<file path="src/rtl/mem_port_arbiter_if.sv">
// Bundle of cache request/grant lines and the block-wide memory port shared by mem_port_arbiter.
// The arbiter connects through the slave modport; caches and memory model use the master modport.
interface mem_port_arbiter_if #(
    parameter int ADDR_W = 16
);
    logic                  i_req;
    logic [ADDR_W-1:0]     i_addr;
    logic                  i_grant;
    logic                  i_done;
    logic [4*ADDR_W-1:0]   i_data;

    logic                  d_read_req;
    logic                  d_write_req;
    logic [ADDR_W-1:0]     d_addr;
    logic [ADDR_W-1:0]     d_wdata;
    logic                  d_grant;
    logic                  d_done;
    logic [4*ADDR_W-1:0]   d_data;

    logic                  mem_read;
    logic                  mem_write;
    logic [ADDR_W-1:0]     mem_addr;
    logic [ADDR_W-1:0]     mem_wdata;
    logic [4*ADDR_W-1:0]   mem_rdata;

    logic                  busy;

    modport slave (
        input  i_req, i_addr, d_read_req, d_write_req, d_addr, d_wdata, mem_rdata,
        output i_grant, i_done, i_data, d_grant, d_done, d_data,
               mem_read, mem_write, mem_addr, mem_wdata, busy
    );

    modport master (
        output i_req, i_addr, d_read_req, d_write_req, d_addr, d_wdata, mem_rdata,
        input  i_grant, i_done, i_data, d_grant, d_done, d_data,
               mem_read, mem_write, mem_addr, mem_wdata, busy
    );
endinterface

</file>
<file path="src/rtl/mem_port_arbiter.sv">
// Shares one block-wide memory port between I-cache and D-cache (IDLE -> BUSY -> DONE).
// Define ARB_ROUND_ROBIN_EN for round-robin tie breaking; default is fixed D-over-I priority.
module mem_port_arbiter #(
    parameter int MEM_LATENCY = 4,
    parameter int ADDR_W      = 16
) (
    input  logic               clk,
    input  logic               reset,
    mem_port_arbiter_if.slave  bus
);
    typedef enum logic [1:0] {IDLE, BUSY, DONE} state_t;
    typedef enum logic       {WIN_I, WIN_D}     side_t;

    state_t               state_q, state_d;
    side_t                win_q, win_d;
    side_t                last_q, last_d;
    logic                 wr_q, wr_d;
    logic [3:0]           cnt_q, cnt_d;

    logic                 i_grant_q, i_grant_d;
    logic                 d_grant_q, d_grant_d;
    logic                 i_done_q, i_done_d;
    logic                 d_done_q, d_done_d;
    logic [4*ADDR_W-1:0]  i_data_q, i_data_d;
    logic [4*ADDR_W-1:0]  d_data_q, d_data_d;
    logic                 mem_read_q, mem_read_d;
    logic                 mem_write_q, mem_write_d;
    logic [ADDR_W-1:0]    mem_addr_q, mem_addr_d;
    logic [ADDR_W-1:0]    mem_wdata_q, mem_wdata_d;
    logic                 busy_q, busy_d;

    logic                 d_any;
    logic                 pick_d;
    logic                 new_wr;
    logic [ADDR_W-1:0]    req_addr;

    assign d_any = bus.d_read_req | bus.d_write_req;

`ifdef ARB_ROUND_ROBIN_EN
    // On a tie the side that did not win last time goes first.
    assign pick_d = d_any & (~bus.i_req | (last_q == WIN_I));
`else
    // last_winner is kept in this build too; the second term never changes the result.
    assign pick_d = d_any | (d_any & (last_q == WIN_D));
`endif

    assign new_wr   = pick_d & bus.d_write_req;
    assign req_addr = pick_d ? bus.d_addr : bus.i_addr;

    always_comb begin
        state_d     = state_q;
        win_d       = win_q;
        last_d      = last_q;
        wr_d        = wr_q;
        cnt_d       = cnt_q;
        i_grant_d   = 1'b0;
        d_grant_d   = 1'b0;
        i_done_d    = 1'b0;
        d_done_d    = 1'b0;
        i_data_d    = i_data_q;
        d_data_d    = d_data_q;
        mem_read_d  = 1'b0;
        mem_write_d = 1'b0;
        mem_addr_d  = '0;
        mem_wdata_d = '0;
        busy_d      = 1'b0;

        unique case (state_q)
            IDLE: begin
                if (bus.i_req || d_any) begin
                    state_d     = BUSY;
                    win_d       = pick_d ? WIN_D : WIN_I;
                    wr_d        = new_wr;
                    cnt_d       = 4'(MEM_LATENCY - 1);
                    i_grant_d   = ~pick_d;
                    d_grant_d   = pick_d;
                    mem_read_d  = ~new_wr;
                    mem_write_d = new_wr;
                    mem_addr_d  = new_wr ? req_addr : {req_addr[ADDR_W-1:2], 2'b00};
                    mem_wdata_d = new_wr ? bus.d_wdata : '0;
                    busy_d      = 1'b1;
                end
            end
            BUSY: begin
                busy_d    = 1'b1;
                i_grant_d = i_grant_q;
                d_grant_d = d_grant_q;
                if (cnt_q == 4'd0) begin
                    state_d  = DONE;
                    i_done_d = (win_q == WIN_I);
                    d_done_d = (win_q == WIN_D);
                    if (!wr_q) begin
                        if (win_q == WIN_D) d_data_d = bus.mem_rdata;
                        else                i_data_d = bus.mem_rdata;
                    end
                end else begin
                    cnt_d       = cnt_q - 4'd1;
                    mem_read_d  = mem_read_q;
                    mem_write_d = mem_write_q;
                    mem_addr_d  = mem_addr_q;
                    mem_wdata_d = mem_wdata_q;
                end
            end
            DONE: begin
                state_d = IDLE;
                last_d  = win_q;
            end
            default: state_d = IDLE;
        endcase
    end

    always_ff @(posedge clk or posedge reset) begin
        if (reset) begin
            state_q     <= IDLE;
            win_q       <= WIN_I;
            last_q      <= WIN_I;
            wr_q        <= 1'b0;
            cnt_q       <= '0;
            i_grant_q   <= 1'b0;
            d_grant_q   <= 1'b0;
            i_done_q    <= 1'b0;
            d_done_q    <= 1'b0;
            i_data_q    <= '0;
            d_data_q    <= '0;
            mem_read_q  <= 1'b0;
            mem_write_q <= 1'b0;
            mem_addr_q  <= '0;
            mem_wdata_q <= '0;
            busy_q      <= 1'b0;
        end else begin
            state_q     <= state_d;
            win_q       <= win_d;
            last_q      <= last_d;
            wr_q        <= wr_d;
            cnt_q       <= cnt_d;
            i_grant_q   <= i_grant_d;
            d_grant_q   <= d_grant_d;
            i_done_q    <= i_done_d;
            d_done_q    <= d_done_d;
            i_data_q    <= i_data_d;
            d_data_q    <= d_data_d;
            mem_read_q  <= mem_read_d;
            mem_write_q <= mem_write_d;
            mem_addr_q  <= mem_addr_d;
            mem_wdata_q <= mem_wdata_d;
            busy_q      <= busy_d;
        end
    end

    assign bus.i_grant   = i_grant_q;
    assign bus.d_grant   = d_grant_q;
    assign bus.i_done    = i_done_q;
    assign bus.d_done    = d_done_q;
    assign bus.i_data    = i_data_q;
    assign bus.d_data    = d_data_q;
    assign bus.mem_read  = mem_read_q;
    assign bus.mem_write = mem_write_q;
    assign bus.mem_addr  = mem_addr_q;
    assign bus.mem_wdata = mem_wdata_q;
    assign bus.busy      = busy_q;
endmodule

</file>
<file path="src/flat_wrapper.sv">
// flat-port wrapper written by rule: the top's interface ports become plain ports
module mem_port_arbiter_flat 
#(
    parameter int MEM_LATENCY = 4,
    parameter int ADDR_W      = 16
)
  (clk, reset, bus_i_req, bus_i_addr, bus_d_read_req, bus_d_write_req, bus_d_addr, bus_d_wdata, bus_mem_rdata, bus_i_grant, bus_i_done, bus_i_data, bus_d_grant, bus_d_done, bus_d_data, bus_mem_read, bus_mem_write, bus_mem_addr, bus_mem_wdata, bus_busy);
  mem_port_arbiter_if #(.ADDR_W(ADDR_W)) bus_i ();
  input  logic clk;
  input  logic reset;
  input wire logic [$bits(bus_i.i_req)-1:0] bus_i_req;
  input wire logic [$bits(bus_i.i_addr)-1:0] bus_i_addr;
  input wire logic [$bits(bus_i.d_read_req)-1:0] bus_d_read_req;
  input wire logic [$bits(bus_i.d_write_req)-1:0] bus_d_write_req;
  input wire logic [$bits(bus_i.d_addr)-1:0] bus_d_addr;
  input wire logic [$bits(bus_i.d_wdata)-1:0] bus_d_wdata;
  input wire logic [$bits(bus_i.mem_rdata)-1:0] bus_mem_rdata;
  output wire logic [$bits(bus_i.i_grant)-1:0] bus_i_grant;
  output wire logic [$bits(bus_i.i_done)-1:0] bus_i_done;
  output wire logic [$bits(bus_i.i_data)-1:0] bus_i_data;
  output wire logic [$bits(bus_i.d_grant)-1:0] bus_d_grant;
  output wire logic [$bits(bus_i.d_done)-1:0] bus_d_done;
  output wire logic [$bits(bus_i.d_data)-1:0] bus_d_data;
  output wire logic [$bits(bus_i.mem_read)-1:0] bus_mem_read;
  output wire logic [$bits(bus_i.mem_write)-1:0] bus_mem_write;
  output wire logic [$bits(bus_i.mem_addr)-1:0] bus_mem_addr;
  output wire logic [$bits(bus_i.mem_wdata)-1:0] bus_mem_wdata;
  output wire logic [$bits(bus_i.busy)-1:0] bus_busy;
  assign bus_i.i_req = bus_i_req;
  assign bus_i.i_addr = bus_i_addr;
  assign bus_i.d_read_req = bus_d_read_req;
  assign bus_i.d_write_req = bus_d_write_req;
  assign bus_i.d_addr = bus_d_addr;
  assign bus_i.d_wdata = bus_d_wdata;
  assign bus_i.mem_rdata = bus_mem_rdata;
  assign bus_i_grant = bus_i.i_grant;
  assign bus_i_done = bus_i.i_done;
  assign bus_i_data = bus_i.i_data;
  assign bus_d_grant = bus_i.d_grant;
  assign bus_d_done = bus_i.d_done;
  assign bus_d_data = bus_i.d_data;
  assign bus_mem_read = bus_i.mem_read;
  assign bus_mem_write = bus_i.mem_write;
  assign bus_mem_addr = bus_i.mem_addr;
  assign bus_mem_wdata = bus_i.mem_wdata;
  assign bus_busy = bus_i.busy;
  mem_port_arbiter #(.MEM_LATENCY(MEM_LATENCY), .ADDR_W(ADDR_W)) u_core (.clk(clk), .reset(reset), .bus(bus_i));
endmodule
</file>
<file path="config.mk">
export PLATFORM = sky130hd
export DESIGN_NAME = mem_port_arbiter_flat
export DESIGN_NICKNAME = d
export VERILOG_FILES = /design/src/rtl/mem_port_arbiter_if.sv /design/src/rtl/mem_port_arbiter.sv /design/src/flat_wrapper.sv
export SDC_FILE = /design/constraint.sdc
export NUM_CORES = 1
export LEC_CHECK = 0
export CAP_MARGIN = 20
export CORE_ASPECT_RATIO = 0.5
export CORE_MARGIN = 2
export CORE_UTILIZATION = 46
export CTS_CLUSTER_DIAMETER = 40
export DETAILED_ROUTE_END_ITERATION = 8
export HOLD_SLACK_MARGIN = 0.02
export PLACE_DENSITY_LB_ADDON = 0.05
export SYNTH_ARGS = -nofsm -noshare
export SYNTH_HDL_FRONTEND = slang
export SYNTH_SLANG_ARGS = --single-unit
</file>
<file path="constraint.sdc">
create_clock -name clk -period 14.7 [get_ports clk]
set_input_delay 1.47 -clock clk [delete_from_list [all_inputs] [get_ports clk]]
set_output_delay 1.47 -clock clk [all_outputs]
set_load 0.005 [all_outputs]
</file>
[After elaboration in Yosys (flattened, before gate mapping)]
Cells that the tools add are included.
Storage, ports and cells
  output and inout bits: 167
  bits in registers: 176
  word-level logic and storage cells: 69
Cells by class
  multiplexer cells: 30
  equality and inequality tests: 5
  bitwise gates (word level): 8
  reductions and logical operators: 9
  $add $sub $neg: 1
Operators with widths (number)
  2-to-1 mux 16 bit: 5
  case mux 16 bit (2 select lines): 2
  2-to-1 mux 1 bit: 11
  case mux 1 bit (2 select lines): 5
  2-to-1 mux 4 bit: 2
  case mux 4 bit (2 select lines): 1
  AND reduction 4 bit: 2
  2-to-1 mux 2 bit: 3
  logical NOT 4 bit: 1
  != test 2 x 1 -> 1 bit (second input constant): 2
  inverter 1 bit: 4
  case mux 2 bit (2 select lines): 1
  AND reduction 2 bit: 2
  subtractor 4 x 1 -> 4 bit (second input constant): 1
  AND reduction 3 bit: 1
  AND 1 bit: 2
  equality test 2 x 1 -> 1 bit (second input constant): 1
  equality test 2 bit (second input constant): 1
  logical NOT 2 bit: 1
  != test 2 bit (second input constant): 1
  OR 1 bit: 2
  nonzero test 2 bit: 1
  logical OR 1 bit: 1

[Depth between registers and ports, before layout]
Gate-level depths: netlist (run 1).
  word-level depth: 7
  depth in mapped cells: 7

[Worst setup path before layout (run 1)]
OpenSTA, ideal clock, no wires.
  path type: input-to-reg
  from: in bus_d_write_req
  to: reg u_core.mem_addr_q[15], in the netlist u_core.bus.mem_addr[15]
  stages on the path: 4
  buffers on the path: 1
  required time: 14.568 ns
  setup time: 0.132 ns
  arrival time: 2.618 ns
  path slack: 11.950 ns
  cells stage by stage: nor2_1 -> clkbuf_1 -> mux2i_1 -> o2bb2ai_1
Between the ends
  word-level cells in the longest chain between the ends: 6
RTL lines
  from (decl): line flat_wrapper.sv:14  | input wire logic [$bits(bus_i.d_write_req)-1:0] bus_d_write_req;
  OR 1 bit *: line mem_port_arbiter.sv:37  | assign d_any = bus.d_read_req | bus.d_write_req;
  AND 1 bit: line mem_port_arbiter.sv:44  | assign pick_d = d_any | (d_any & (last_q == WIN_D));
  OR 1 bit: line mem_port_arbiter.sv:44
  2-to-1 mux 16 bit: line mem_port_arbiter.sv:48  | assign req_addr = pick_d ? bus.d_addr : bus.i_addr;
  2-to-1 mux 16 bit *: line mem_port_arbiter.sv:70  | if (bus.i_req || d_any) begin
  case mux 16 bit (2 select lines) *: line mem_port_arbiter.sv:68  | unique case (state_q)
  to (signal assigned): line mem_port_arbiter.sv:144  | mem_addr_q <= mem_addr_d;
  to (decl): line mem_port_arbiter.sv:28  | logic [ADDR_W-1:0] mem_addr_q, mem_addr_d;
Mark *: on every way between the ends. The rest lies on a longest branch, timed or not.
A chain may end at the register's enable or synchronous reset.

==> results_dict.tcl, run 1 <==
set metrics [dict create \
    critical_path.max_fanout 105 \
    cts.repair.resized 0 \
    fmax_ghz 0.330 \
    yosysWarnings 0 \
    totalWireLength_um 15500 \
    finalPower_uw 2190 \
    p_per_area_nw_per_um2 214 \
    critPathTopFamily "buffers and inverters" \
    die_x_um 174 \
    syn_nets 533 \
    critPathKind "primary input to asynchronous set/reset pin" \
    slew-limit-headroom_pct 38.4 \
    internal-power_uw 1580 \
    antenna_found_initial 0 \
    setup_violations 0 \
    n_antenna_cell 0 \
    status "finished clean" \
    synth_cell_types 36 \
    yosys.area.top_type "dfrtp_1" \
    drv_slew 0 \
    swShare_pct 28.0 \
    crit_slowest_cell "buf_4" \
    p_sw_uw 615 \
    gp_congestion 0.749 \
    cp-end-kind "asynchronous set/reset pin" \
    clkPwrFrac_pct 21.4 \
    p_seq_share_pct 38.4 \
    areaGrowthSynthToFinish_pct 53.9 \
    slowest_delay_ns 0.82 \
    core_area_um2 14300 \
    yosys-top-cells-count "dfrtp_1, mux2_2, a22o_1" \
    cts_sinks 175 \
    drt_iter0_markers 203 \
    crit_path_start_kind "primary input" \
    rsz0062_at_grt "false" \
    placement_rows 31 \
    max-vdd-ir-drop_uv 116 \
    crit_chain "clkdlybuf4s50_1 > inv_6 > buf_4" \
    tns_ns 0 \
    drtAntennaViolNets 0 \
    skew_ns 0.0157 \
    ctsHoldBuffers 0 \
    worst_slack_ns 11.67 \
    async_flop_share_pct 100 \
    combinationalPowerShare_pct 40.2 \
    initial_utilization_pct 46.5 \
    synth.area.top_cells "dfrtp_1, mux2_2, a22o_1" \
    dieArea_um2 15500 \
    overflow 0 \
    grt_pass1_wl_um 24200 \
    maxCapViolCount 0 \
    io_buffer_count 281 \
    hpwl_um 10700 \
    final_nets 816 \
    htreeDepth 4 \
    avgSynthCellArea_um2 16.1 \
    grt_max_degree 106 \
    crit_arrival_ns 3.47 \
    worst_pin_slew_ns 0.924 \
    clock_path_buffers 2 \
    synth_edf_count 0 \
    fin_crit_sh_pct 20.6 \
    layout-drive-gt1-share_pct 23.3 \
    synth.ff_latch_count 175 \
    layout_min_cycle_time_ns 3.03 \
    drc 0 \
    die_y_um 89.1 \
    hold_violations 0 \
    cts_tree "yes" \
    cts_setup_buffers 0 \
    wire_per_inst_um 17.1 \
    yosysSeqAreaShare_pct 65.7 \
    cp.required_ns 15.14 \
    utilization_pct 71.6 \
    clkTransAtPathRegs_ns 0.07 \
    netlist_instances 415 \
    hp-class "flop to flop" \
    yosysMostFrequentCell "dfrtp_1" \
    crit_buf_inv 3 \
    cts_buffers 17 \
    viasPerCell 4.92 \
    io_pins 284 \
    clock_latency_ns 0.43 \
    synth_flop_cell "dfrtp_1" \
    vias 4469 \
    gr-usage-all-layers_pct 20.3 \
    pre_cts_slack_ns 11.08 \
    yosysTopAreaCellShare_pct 65.7 \
    root_buffer "clkbuf_16" \
    synthesis.area_um2 6660 \
    p_leak_uw 0.00443 \
    first_pass_iters 4 \
    grt_pass1_vias 4639 \
]
-- sequential cells by signal, summed over array words and instances (netlist names), 2 cells and up --
register              cells
u_core.bus.d_data        64
u_core.bus.i_data        64
u_core.bus.mem_addr      16
u_core.bus.mem_wdata     16
u_core.cnt_q              4
u_core.state_q            2
-- layer usage --
metal	part of all wire, %	up-vias	track usage [%]	routed length [µm]
met4	0.91	0	5.27	141
met5	0	-	0	0
met1	43	2220	24.8	6630
met2	50	157	36.0	7830
met3	6.0	13	6.12	933
li1	-	2079	-	-
-- per-stage QoR --
stage	hold WS, ns	area (µm²)	instances
floorplan	0.454	6660	415
global placement	0.461	9640	877
detailed placement	0.471	9640	877
global route	0.512	10300	909
CTS	0.491	10300	909
finish	0.485	10300	909
-- cell type report --
| type | instances | area (µm²) |
|---|---|---|
| Sequential cell | 175 | 4380 |
| Fill cell | 993 | 4060 |
| Timing Repair Buffer | 286 | 2850 |
| Multi-Input combinational cell | 214 | 2140 |
| Clock buffer | 17 | 425 |
| Tap cell | 198 | 248 |
| Clock inverter | 15 | 190 |
| Inverter | 4 | 20.0 |
-- final timing paths --
| path | from | end | slack, ns | depth (start not counted) |
|---|---|---|---|---|
| worst max-delay path | reset | u_core.bus.d_data[60]$_DFFE_PP0P_ | 11.67 | 3 |
| worst min-delay path | u_core.bus.mem_addr[6]$_DFFE_PP0P_ | u_core.bus.mem_addr[6]$_DFFE_PP0P_ | 0.49 | 1 |
| worst max register to register | u_core.cnt_q[0]$_DFFE_PP0P_ | u_core.bus.i_data[43]$_DFFE_PP0P_ | 11.98 | 6 |
| worst min register to register | u_core.bus.mem_addr[6]$_DFFE_PP0P_ | u_core.bus.mem_addr[6]$_DFFE_PP0P_ | 0.49 | 1 |
| max in group clk | u_core.bus.d_data[56]$_DFFE_PP0P_ | bus_d_data[56] | 11.91 | 1 |
| min in group asynchronous | reset | u_core.bus.d_data[8]$_DFFE_PP0P_ | 1.63 | 2 |
-- worst reg2reg max path: stages, from the launching register on --
cell     delay (ns)
dfrtp_1        0.42
inv_1          0.07
ha_1           0.19
or3b_1         0.49
nor4_4         0.24
buf_4          0.74
mux2_2         0.45
-- logic make-up after synthesis --
family                     share of synthesized area [%]
adders and majority gates                          0.188
AOI/OAI and AO/OA                                   5.69
and+or+nand+nor                                     2.33
buffers and inverters                               2.16
muxes                                               23.9
DFF                                                 65.7
-- layout by cell type, fill, tap and decap left out, types with 2 or more instances in the layout --
cell and instances:
nor2_1 4, clkdlybuf4s50_1 281, a21o_1 2, bufinv_16 2, nor2b_1 3, inv_6 6, inv_1 3, a22o_1 20
dfrtp_1 175, buf_4 5, mux2_1 4, mux2_2 124, mux2i_1 15, inv_8 5, o2bb2ai_1 15, nand2_1 4
clkbuf_16 17
-- power by group through the flow --
stage,Clock [µW],Sequential (µW),Combinational [µW]
6_report,469,842,882
5_1_grt,502,877,949
3_5_place_dp,0,848,896
2_1_floorplan,0,861,305
3_3_place_gp,0,839,878
4_1_cts,479,843,898
Power figures use the tool's default switching activity.
==> inputs of run 2 (changes only) <==
- CORE_UTILIZATION: 46 -> 42
- clock period: 14.7 -> 3.1 ns (I/O delays scaled with it)
==> results_dict.tcl, run 2 (same netlist as run 1, synthesis figures left out) <==
set metrics [dict create \
    r2r_end "u_core.bus.i_data[15]$_DFFE_PP0P_" \
    final_nets 820 \
    cts_tree "yes" \
    dr_wl_met2_um 7730 \
    final_cell_area_um2 10300 \
    skew_ns 0.0105 \
    cts_buffers 17 \
    drtAntennaViolNets 0 \
    m1WireLength_um 6830 \
    wire_per_inst_um 17.2 \
    first_pass_iters 4 \
    crit_path_start_kind "flop" \
    fin_crit_sh_pct 81.1 \
    drv_slew 0 \
    tns_ns 0 \
    finalPower_uw 10300 \
    clkTransAtPathRegs_ns 0.07 \
    place_area_um2 9750 \
    drt_iter0_markers 144 \
    core_area_um2 15500 \
    top_layer_used "met4" \
    setup_violations 0 \
    r2r_setup_slack_ns 0.59 \
    totalWireLength_um 15800 \
    clock_latency_ns 0.42 \
    placement_rows 32 \
    io_pins 284 \
    max-vdd-ir-drop_uv 475 \
    n_antenna_cell 0 \
    grt_max_degree 106 \
    critPathKind "flop to flop" \
    layout_min_cycle_time_ns 2.51 \
    fin_cells 919 \
    root_buffer "clkbuf_16" \
    hpwl_um 11200 \
    status "finished clean" \
    overflow 0 \
    worstRegToRegCells 6 \
    fmax_ghz 0.398 \
    worst_pin_slew_ns 0.879 \
    slew-limit-headroom_pct 41.4 \
    crit_arrival_ns 2.82 \
    grt_pass1_wl_um 25300 \
    layout-drive-gt1-share_pct 23.8 \
    cp.required_ns 3.40 \
    io_buffer_count 281 \
    ctsHoldBuffers 0 \
    die_y_um 93.1 \
    cts_setup_buffers 0 \
    p_per_area_nw_per_um2 999 \
    hold_violations 0 \
    final_common_cell "clkdlybuf4s50_1" \
    fin_hold_ws_ns 0.411 \
    viasPerCell 4.90 \
    htreeDepth 4 \
    gr-usage-all-layers_pct 19.2 \
    mostFrequentLayoutCells "clkdlybuf4s50_1, dfrtp_1, mux2_2" \
    drc 0 \
    areaGrowthSynthToFinish_pct 55.2 \
    initial_utilization_pct 43.1 \
    gp_congestion 0.757 \
    rsz0062_at_grt "false" \
    grt_pass1_vias 4754 \
    cp-end-kind "flop" \
    vias 4504 \
    wl_met3_um 1090 \
    cts.repair.resized 0 \
    hp-class "primary input to asynchronous set/reset pin" \
    maxCapViolCount 0 \
    p_leak_uw 0.00445 \
    cts_sinks 175 \
    r2r-start "u_core.cnt_q[0]$_DFFE_PP0P_" \
    die_x_um 182 \
    dp.cells 887 \
    dieArea_um2 16900 \
    antenna_found_initial 0 \
    critical_path.max_fanout 18 \
    clock_path_buffers 2 \
]
[run 2: cell count changes in the layout (fill, tap and decap cells not counted)]
cell	change
clkinv_2	+1
buf_12	+6
buf_4	-2
inv_8	-1
clkinvlp_4	+1
bufinv_16	-1
[run 2: area by class of cell]
type                            count  area, µm²
Clock buffer                       17        425
Clock inverter                     15        163
Fill cell                        1181       5120
Inverter                            4       18.8
Multi-Input combinational cell    214       2140
Sequential cell                   175       4380
Tap cell                          204        255
Timing Repair Buffer              290       2960
[run 2: report_power, final]
part | total (µW) | internal (µW) | switching (µW)
Combinational | 4200 | 2860 | 1330
Sequential | 3990 | 3400 | 590
Clock | 2130 | 1150 | 984
[run 2: worst max path at each step]
stage / from / end / cells after the start
after global placement: u_core.cnt_q[0]$_DFFE_PP0P_ / u_core.bus.i_data[46]$_DFFE_PP0P_ / 6
after detailed placement: u_core.cnt_q[0]$_DFFE_PP0P_ / u_core.bus.i_data[15]$_DFFE_PP0P_ / 6
after floorplan: reset / u_core.bus.busy$_DFF_PP0_ / 1
final: u_core.cnt_q[0]$_DFFE_PP0P_ / u_core.bus.i_data[15]$_DFFE_PP0P_ / 6
after CTS: u_core.cnt_q[0]$_DFFE_PP0P_ / u_core.bus.i_data[15]$_DFFE_PP0P_ / 6
after global routing: u_core.cnt_q[1]$_DFFE_PP0P_ / u_core.bus.i_data[41]$_DFFE_PP0P_ / 6
[run 2: metal layers]
layer	up-vias	global-route usage (%)
met2	162	32.1
met1	2242	24.1
li1	2087	-
met5	-	0
met4	0	5.38
met3	13	6.43
[run 2: worst max-delay path, cell delays in order (launching register included)]
cell	delay [ns]
dfrtp_1	0.42
inv_1	0.07
ha_1	0.19
or3b_1	0.49
nor4_4	0.62
buf_12	0.25
mux2_2	0.35
[run 2: per-stage QoR]
step                setup slack [ns]  util, %
floorplan                      0.551        -
global placement               0.623     63.1
detailed placement             0.562     63.1
CTS                            0.544     66.9
global route                   0.463     66.9
finish                         0.586     66.9
==> inputs of run 3 (changes only) <==
- CORE_UTILIZATION: 42 -> 38
- clock period: 3.1 -> 2.11 ns (I/O delays scaled with it)
==> results_dict.tcl, run 3 (same netlist as run 1, synthesis figures left out) <==
set metrics [dict create \
    initial_utilization_pct 38.6 \
    critPathKind "flop to flop" \
    p_per_area_nw_per_um2 1460 \
    skew_ns 0.00967 \
    grt_use_met1_pct 23.1 \
    viasPerCell 4.74 \
    p_leak_uw 0.00469 \
    slew-limit-headroom_pct 42.5 \
    finalPower_uw 15800 \
    cts_tree "yes" \
    busiest_layer "met2" \
    cts_sinks 175 \
    dieArea_um2 18700 \
    die_x_um 191 \
    n_antenna_cell 0 \
    areaGrowthSynthToFinish_pct 62.8 \
    wire_per_inst_um 17.2 \
    overflow 0 \
    totalWireLength_um 16700 \
    grt_util_met2_pct 30.3 \
    setup_violations 0 \
    cts_buffers 17 \
    clock_path_buffers 2 \
    die_y_um 97.6 \
    crit_chain "inv_2 > ha_4 > or3b_4 > nor4_4 > buf_6 > clkbuf_16 > mux2_4" \
    slowest_delay_ns 0.39 \
    drtAntennaViolNets 0 \
    clock_latency_ns 0.42 \
    layout_min_cycle_time_ns 2.07 \
    r2r-start "u_core.cnt_q[0]$_DFFE_PP0P_" \
    grt_pass1_vias 4936 \
    hp-class "primary input to asynchronous set/reset pin" \
    use_met3_pct 5.81 \
    critPathLaunch "u_core.cnt_q[0]$_DFFE_PP0P_" \
    mostFrequentLayoutCells "clkdlybuf4s50_1, dfrtp_1, mux2_2" \
    drt_iter0_markers 160 \
    cp.required_ns 2.41 \
    crit_slowest_cell "dfrtp_1" \
    worst_slack_ns 0.0408 \
    fillCellCount 1378 \
    io_buffer_count 281 \
    gr-usage-all-layers_pct 18.1 \
    io_pins 284 \
    critical_path.max_fanout 8 \
    grt_pass1_wl_um 26300 \
    first_pass_iters 4 \
    final_common_cell "clkdlybuf4s50_1" \
    tns_ns 0 \
    root_buffer "clkbuf_16" \
    gp_congestion 0.756 \
    crit_arrival_ns 2.37 \
    hold_violations 0 \
    vias 4606 \
    cp-end-kind "flop" \
    fmax_ghz 0.483 \
    core_area_um2 17300 \
    maxCapViolCount 0 \
    pre_cts_slack_ns -0.0240 \
    placement_rows 34 \
    rsz0062_at_grt "true" \
    fin_crit_sh_pct 98.1 \
    htreeDepth 4 \
    clkTransAtPathRegs_ns 0.07 \
    layout-drive-gt1-share_pct 27.0 \
    drc 0 \
    final_cell_area_um2 10800 \
    hpwl_um 11500 \
    status "finished clean" \
    grt_max_degree 89 \
    drv_slew 0 \
    ctsHoldBuffers 0 \
    place_area_um2 10200 \
    max-vdd-ir-drop_uv 736 \
    worst_pin_slew_ns 0.862 \
    crit_path_start_kind "flop" \
    antenna_found_initial 0 \
    final_nets 842 \
]
## run 3: metrics by stage
stage	hold WS [ns]	util, %	std cells
floorplan	0.293	-	415
global placement	0.460	58.9	934
detailed placement	0.467	58.9	934
CTS	0.335	62.3	967
global route	0.353	62.8	971
finish	0.301	62.8	971
## run 3: routing by layer
layer | vias up | share of wire, %
met3 | 9 | 6.4
met5 | - | 0
met4 | 0 | 0.56
li1 | 2124 | -
met2 | 131 | 49
met1 | 2342 | 44
## run 3: path summary, 6_finish.rpt
| kind | end | slack [ns] | cells past startpoint |
|---|---|---|---|
| worst min register to register | u_core.bus.mem_write$_DFFE_PP0P_ | 0.47 | 1 |
| min in group clk | u_core.bus.mem_wdata[15]$_DFFE_PP0P_ | 0.39 | 2 |
| worst min-delay path | u_core.bus.i_data[44]$_DFFE_PP0P_ | 0.30 | 3 |
| worst max register to register | u_core.bus.i_data[57]$_DFFE_PP0P_ | 0.04 | 7 |
| max in group asynchronous | u_core.cnt_q[3]$_DFFE_PP0P_ | 1.40 | 3 |
| worst max-delay path | u_core.bus.i_data[57]$_DFFE_PP0P_ | 0.04 | 7 |
## run 3: area by class of cell
class                           count  area (µm²)  share of cell area (%)
Sequential cell                   175        4380                    40.4
Multi-Input combinational cell    214        2390                    22.1
Clock buffer                       22         484                    4.46
Inverter                            4        18.8                   0.173
Timing Repair Buffer              312        3180                    29.3
Tap cell                          234         293                    2.70
Clock inverter                     10         103                   0.946
## run 3: critical path, delay by kind of cell, from the launching register on
family                     cells  cell delay, ns
and+or+nand+nor                2            0.66
buffers and inverters          3            0.47
DFF                            1            0.39
muxes                          1            0.30
adders and majority gates      1            0.13
## run 3: what timing repair did
action	4_1_cts	5_1_grt
endpoints found under the setup margin	28	106
pin swaps	1	2
gates cloned	0	2
gates resized for setup	2	4
setup buffers	1	2
## run 3: where the power goes
part	total [µW]	internal [µW]	switching, µW
Sequential	5910	5010	906
Combinational	6780	4740	2040
Clock	3110	1770	1340
Total	15800	11500	4280
